$ cat src/rtl/dmem_store_buffer.sv
// In-order store buffer sitting between the memory stage and dmem.
// Stores queue in a small circular FIFO. The buffer offers its oldest entry
// to dmem's write port on every cycle that it holds an entry. Loads read
// dmem directly and are forwarded from the youngest queued store that has
// an identical address. A load that partially overlaps a queued store must
// stall and retry until that store has drained.

`ifndef DATA_MEM_SIZE
`define DATA_MEM_SIZE 4096
`endif

module dmem_store_buffer #(
    parameter int          DEPTH    = 4,
    parameter logic [63:0] MEM_SIZE = 64'(`DATA_MEM_SIZE)
) (
    input  logic                       clk,
    input  logic                       rst,
    // store request
    input  logic                       st_valid,
    input  logic [63:0]                st_addr,
    input  logic [63:0]                st_data,
    output logic                       st_ready,
    output logic                       st_err,
    // load request
    input  logic                       ld_valid,
    input  logic [63:0]                ld_addr,
    output logic [63:0]                ld_data,
    output logic                       ld_fwd,
    output logic                       ld_stall,
    // dmem write port
    output logic [63:0]                mem_addr,
    output logic [63:0]                mem_data,
    output logic                       mem_write,
    // dmem read port
    output logic [63:0]                read_addr,
    input  logic [63:0]                read_data,
    // occupancy
    output logic [$clog2(DEPTH):0]     count,
    output logic                       empty
);

    localparam int          PTR_W    = $clog2(DEPTH);
    localparam int          CNT_W    = PTR_W + 1;
    localparam logic [63:0] MAX_ADDR = MEM_SIZE - 64'd8;

    // Queue storage. It has no reset because only the slots between head
    // and head+count are ever looked at.
    logic [63:0]      r_addr [DEPTH];
    logic [63:0]      r_data [DEPTH];
    logic [PTR_W-1:0] r_head;
    logic [PTR_W-1:0] r_tail;
    logic [CNT_W-1:0] r_count;
    logic             r_st_err;

    logic             w_st_addr_ok;
    logic             w_enq;
    logic             w_deq;

    assign w_st_addr_ok = (st_addr <= MAX_ADDR);
    assign st_ready     = (r_count != CNT_W'(DEPTH));
    assign w_enq        = st_valid & st_ready & w_st_addr_ok;
    assign w_deq        = (r_count != '0);

    // The write is gated by reset so that a store still queued when reset
    // is asserted is discarded and never committed to dmem.
    assign mem_write = w_deq & ~rst;
    assign mem_addr  = r_addr[r_head];
    assign mem_data  = r_data[r_head];
    assign read_addr = ld_addr;
    assign count     = r_count;
    assign empty     = (r_count == '0);
    assign st_err    = r_st_err;

    // Capture an accepted store into the tail slot.
    always_ff @(posedge clk) begin
        if (!rst && w_enq) begin
            r_addr[r_tail] <= st_addr;
            r_data[r_tail] <= st_data;
        end
    end

    // Update the pointers, the occupancy count and the one-cycle error pulse
    // for a rejected store.
    always_ff @(posedge clk) begin
        if (rst) begin
            r_head   <= '0;
            r_tail   <= '0;
            r_count  <= '0;
            r_st_err <= 1'b0;
        end else begin
            r_st_err <= st_valid & ~w_st_addr_ok;
            if (w_enq) begin
                r_tail <= r_tail + 1'b1;
            end
            if (w_deq) begin
                r_head <= r_head + 1'b1;
            end
            case ({w_enq, w_deq})
                2'b10:   r_count <= r_count + 1'b1;
                2'b01:   r_count <= r_count - 1'b1;
                default: r_count <= r_count;
            endcase
        end
    end

    // Per-slot hazard detection. Slot gi is the gi-th oldest entry, so the
    // highest-numbered matching slot is the youngest store.
    logic [PTR_W-1:0] w_slot_idx [DEPTH];
    logic [DEPTH-1:0] w_slot_valid;
    logic [DEPTH-1:0] w_slot_overlap;
    logic [DEPTH-1:0] w_slot_exact;

    genvar gi;
    generate
        for (gi = 0; gi < DEPTH; gi++) begin : g_slot
            logic [63:0] w_e_addr;
            assign w_slot_idx[gi]     = r_head + PTR_W'(gi);
            assign w_e_addr           = r_addr[w_slot_idx[gi]];
            assign w_slot_valid[gi]   = (CNT_W'(gi) < r_count);
            assign w_slot_overlap[gi] = w_slot_valid[gi]
                                      && (w_e_addr < ld_addr + 64'd8)
                                      && (ld_addr < w_e_addr + 64'd8);
            assign w_slot_exact[gi]   = w_slot_overlap[gi] && (w_e_addr == ld_addr);
        end
    endgenerate

    logic        w_partial;
    logic        w_fwd_hit;
    logic [63:0] w_fwd_data;

    // Find any partial overlap and pick the youngest exact match.
    always_comb begin
        w_partial  = |(w_slot_overlap & ~w_slot_exact);
        w_fwd_hit  = 1'b0;
        w_fwd_data = '0;
        for (int i = 0; i < DEPTH; i++) begin
            if (w_slot_exact[i]) begin
                w_fwd_hit  = 1'b1;
                w_fwd_data = r_data[w_slot_idx[i]];
            end
        end
    end

    assign ld_stall = ld_valid & w_partial;
    assign ld_fwd   = ld_valid & ~w_partial & w_fwd_hit;
    assign ld_data  = ld_fwd ? w_fwd_data : read_data;

endmodule
$ cat config.mk
export PLATFORM = sky130hd
export DESIGN_NAME = dmem_store_buffer
export DESIGN_NICKNAME = d
export VERILOG_FILES = /design/src/rtl/dmem_store_buffer.sv
export SDC_FILE = /design/constraint.sdc
export NUM_CORES = 2
export LEC_CHECK = 0
export CORE_ASPECT_RATIO = 1.25
export CORE_MARGIN = 1
export CORE_UTILIZATION = 60
export CTS_CLUSTER_DIAMETER = 120
export DETAILED_ROUTE_END_ITERATION = 16
export GPL_TIMING_DRIVEN = 0
export PLACE_DENSITY = 0.84
export RECOVER_POWER = 100
export SYNTH_ARGS = -nofsm -noshare
export SYNTH_HDL_FRONTEND = slang
export SYNTH_SLANG_ARGS = --single-unit
$ cat constraint.sdc
create_clock -name clk -period 8.7 [get_ports clk]
set_clock_uncertainty 0.15 [all_clocks]
set_input_delay 0.87 -clock clk [delete_from_list [all_inputs] [get_ports clk]]
set_output_delay 0.87 -clock clk [all_outputs]
set_load 0.1 [all_outputs]
==> reports/qor.yml, run 1 <==
die_w_microns: 271
hpwl_microns: 229000
first_global_vias: 60564
grt_max_degree: 56
synth_flop_cell: "edfxtp_1"
grt_overflow: 13
synth_fp_nets: 5764
yosysTopAreaCellShare_pct: 28.3
die_y_microns: 338
track_usage_pct: 73.2
synth_top_family_by_area: "multiplexers"
ioPinCount: 525
synth_seq_cells: 522
synth_seq_area_share_pct: 28.7
stop_error: "[ERROR GRT-0116] Global routing finished with congestion. Check the congestion regions in the DRC Viewer."
synth_most_common_cell: "ha_1"
synth_top_cell_by_area: "edfxtp_1"
gp_congestion: 1.23
status: "did not finish"
grt_pass1_wl_microns: 470000
cts_sinks: 522
io_buffers: 524
synthTopCellsByArea: "edfxtp_1 (28%), mux4_2 (17%), ha_1 (12%)"
start_util_pct: 60.5
ys_async_sr_fraction_pct: 0
synthCells: 4975
post-place-ws_ns: -5.31
num_rows: 123
avgSynthCellArea_sq_um: 10.9
synth_compound_area_share_pct: 9.71
failing_step: "global routing (5_1_grt)"
numCtsBuffers: 45
synth_mux_area_share_pct: 23.5
yosys.area_share.simple_pct: 13.5
ys_warn_count: 0
cts_buffer_depth: 3
synth-xor-area-share_pct: 7.32
synth_edf_count: 512
synth.distinct_cells: 95
synth_common_cells: "ha_1 (529), edfxtp_1 (512), mux4_2 (408)"
cts_root_buffer: "clkbuf_16"
h-tree-depth: 2
synth_area_sq_um: 54300
synth_fa_ha_area_share_pct: 12.2
[cell families after synthesis]
family / Yosys count
adder cells (fa/ha/maj): 529
XOR/XNOR: 454
AO/OA/AOI/OAI: 757
buffers and inverters: 553
AND/OR/NAND/NOR: 1411
flip-flops: 522
multiplexers: 749
[what timing repair did]
action                                   CTS
resized for setup                       1050
buffers inserted                         126
hold buffers                               0
endpoints found under the setup margin    66
pin swaps                                 69
[layer usage]
metal  track usage, %  GRT overflow
met1             74.1             0
met2             93.1             7
met3             52.6             0
met4             73.2             6
met5             19.5             0
[stage by stage]
step	cell area, sq um	std cells	hold WS, ns	setup TNS [ns]
4_1_cts	65800	6892	0.501	-0.00580
3_5_place_dp	61400	6696	0.487	-330.16
3_3_place_gp	61100	6686	0.386	-1570.97
2_1_floorplan	54400	4975	0.368	0
==> run 2: changes to the inputs <==
Settings changed: CORE_ASPECT_RATIO 1.25 to default, CORE_UTILIZATION 60 to 40, CTS_CLUSTER_DIAMETER 120 to default, PLACE_DENSITY 0.84 to default, PLACE_DENSITY_LB_ADDON from default to 0.15.
==> run 2 against run 1 <==
The flow now finishes, with violations (capacitance limit, slew limit, setup timing); area after synthesis is the same; synthesized cell count unchanged.
==> reports/qor.yml, run 2 <==
dr.pass1.iters: 6
gp_congestion: 1.10  # was 1.23
synth_fp_nets: 5764  # unchanged
synth_edf_count: 512  # unchanged
worstPathRequired_ns: 7.68
p_leak_nw: 25.5
hpwl_microns: 244000  # was 229000 microns
power.density_nw_per_um2: 334
synthTopCellsByArea: "edfxtp_1 (28%), mux4_2 (17%), ha_1 (12%)"  # unchanged
cts_root_buffer: "clkbuf_16"  # unchanged
drive_above_1_share_pct: 24.9
ant_nets: 0
fin_crit_sh_pct: 105
synth_seq_area_share_pct: 28.7  # unchanged
wl_microns: 314000
grt_overflow: 0
finalSetupViolCount: 65
fin_nets: 6578
first_global_vias: 49781
cp_max_fo: 11
synth.distinct_cells: 95  # unchanged
ys_async_sr_fraction_pct: 0  # unchanged
synth_seq_cells: 522  # unchanged
ir_drop_uv: 358
worst_slew_pin_slew_ns: 1.76
synth_area_sq_um: 54300  # unchanged
yosysTopAreaCellShare_pct: 28.3  # unchanged
layout_setup_ws_ns: -0.398
hold_viol: 0
die_w_microns: 371  # was 271 microns
final_common_cell: "ha_1"
endpoint_kind: "output pin"
synthCells: 4975  # unchanged
drc: 0
ioPinCount: 525  # unchanged
violations: "capacitance limit, slew limit, setup timing"
track_usage_pct: 44.7
start_util_pct: 40.5  # was 60.5%
timing.setup.tns_ns: -20.52
synth_top_cell_by_area: "edfxtp_1"  # unchanged
synth_common_cells: "ha_1 (529), edfxtp_1 (512), mux4_2 (408)"  # unchanged
status: "finished, violations left"  # was did not finish
dieArea_sq_um: 137000
cts_tree: "built"
maxSlewViolCount: 12
utilization_pct: 51.7
ys_warn_count: 0  # unchanged
synth_most_common_cell: "ha_1"  # unchanged
crit_type: "in2out"
seq_area_sq_um: 15600
max-slew-margin-rel_pct: -17.7
coreArea_sq_um: 134000
numCtsBuffers: 53  # was 45
cts_buffer_depth: 3  # unchanged
hp-class: "reg2reg"
grt_pass1_wl_microns: 416000
io_buffers: 524  # unchanged
final_cell_mix: "ha_1 (527), edfxtp_1 (512), mux4_2 (408)"
area_growth_pct: 27.5
cts_hold_buf: 0  # unchanged
period_needed_ns: 9.10
grt_max_degree: 52
multiInputGateArea_sq_um: 37600
clock_latency_ns: 0.62
rsz0062_at_grt: "true"
start_kind: "primary input"
nFillCells: 12015
num_rows: 134  # was 123
path_clk_slew_ns: 0.06
vias: 52348
h-tree-depth: 2  # unchanged
synth_flop_cell: "edfxtp_1"  # unchanged
avgSynthCellArea_sq_um: 10.9  # unchanged
drt_iter0_drc: 7183
cap_violations: 1
routedWlPerCell_microns: 41.3
antenna_found_initial: 51
cts_sinks: 522  # unchanged
die_y_microns: 371  # was 338 microns
cp_data_arrival_time_ns: 8.08
fmaxAchievable_ghz: 0.110
drt-vias-per-instance: 6.88
## run 2: worst paths after layout
kind | start | to | slack, ns | depth (start not counted)
setup reg to reg | count[0]$_SDFFE_PP0P_ | r_addr[0][23]$_DFFE_PP_ | 5.39 | 7
hold reg to reg | r_tail[1]$_SDFFE_PP0P_ | r_tail[1]$_SDFFE_PP0P_ | 0.42 | 2
hold / removal | r_tail[1]$_SDFFE_PP0P_ | r_tail[1]$_SDFFE_PP0P_ | 0.42 | 2
setup / recovery | ld_addr[49] | ld_data[61] | -0.40 | 22
## run 2: power breakdown
group / internal [W] / switching (W)
Sequential: 0.00277 / 0.0000290
Clock: 0.00134 / 0.00109
Combinational: 0.00581 / 0.0121
Total: 0.00992 / 0.0132
## run 2: area by class of cell
class,count,area share (%)
flip-flops and latches,522,22.5
diodes,12,0.0433
multi-input cells,3900,54.2
clock inverters,39,0.580
clock buffers,60,2.00
well taps,1768,3.19
plain buffers,308,4.53
repair buffers,780,11.7
inverters,224,1.25
## run 2: critical path: stages
cell and delay [ns]:
clkbuf_1 1.24, nand3_1 0.43, nor3_2 0.39, nand2b_1 0.19, nor2_1 0.19, nand4_1 0.18
xor2_2 0.29, ha_1 0.38, nand4_1 0.24, nor4_2 0.33, buf_4 0.22, nand4_1 0.20
or4_1 0.59, o211ai_1 0.36, buf_8 0.24, nor3_4 0.07, buf_4 0.17, buf_2 0.20
buf_6 0.18, a222oi_1 0.61, mux2_4 0.29, buf_12 0.17
## run 2: repair_timing
action                                   CTS  global route
resized for setup                       1267           137
pin swaps                                 92            52
endpoints found under the setup margin    66            66
endpoints found under the hold margin      0             0
buffers inserted                         200            36
cloned                                     3             3
## run 2: layer usage
layer  wire [microns]  part of all wire, %  up-vias  track usage, %
li1                 -                    -    21276               -
met1           113000                   36    26235            53.5
met2           135000                   43     3847            67.0
met3            37600                   12      934            13.9
met4            28900                  9.2       56            33.8
met5              362                 0.12        -               0
## run 2: cells by family after synthesis
logic type / synth area share (%)
simple gates: 13.5
compound gates: 9.71
mux: 23.5
buf+inv: 5.08
fa+ha+maj: 12.2
flops: 28.7
xor+xnor: 7.32
## run 2: per-stage QoR
stage	instances	instance area, sq um	hold slack, ns	total power (W)	setup WS (ns)
after CTS	7568	68400	0.422	0.0224	-0.0819
after global placement	7267	61800	0.391	0.0186	-6.54
final	7613	69300	0.419	0.0231	-0.398
after detailed placement	7284	62200	0.411	0.0187	-5.91
after global routing	7603	69300	0.457	0.0235	-0.347
after floorplan	4975	54400	0.368	0.0129	0.0363
(Power assumes the default switching activity.)
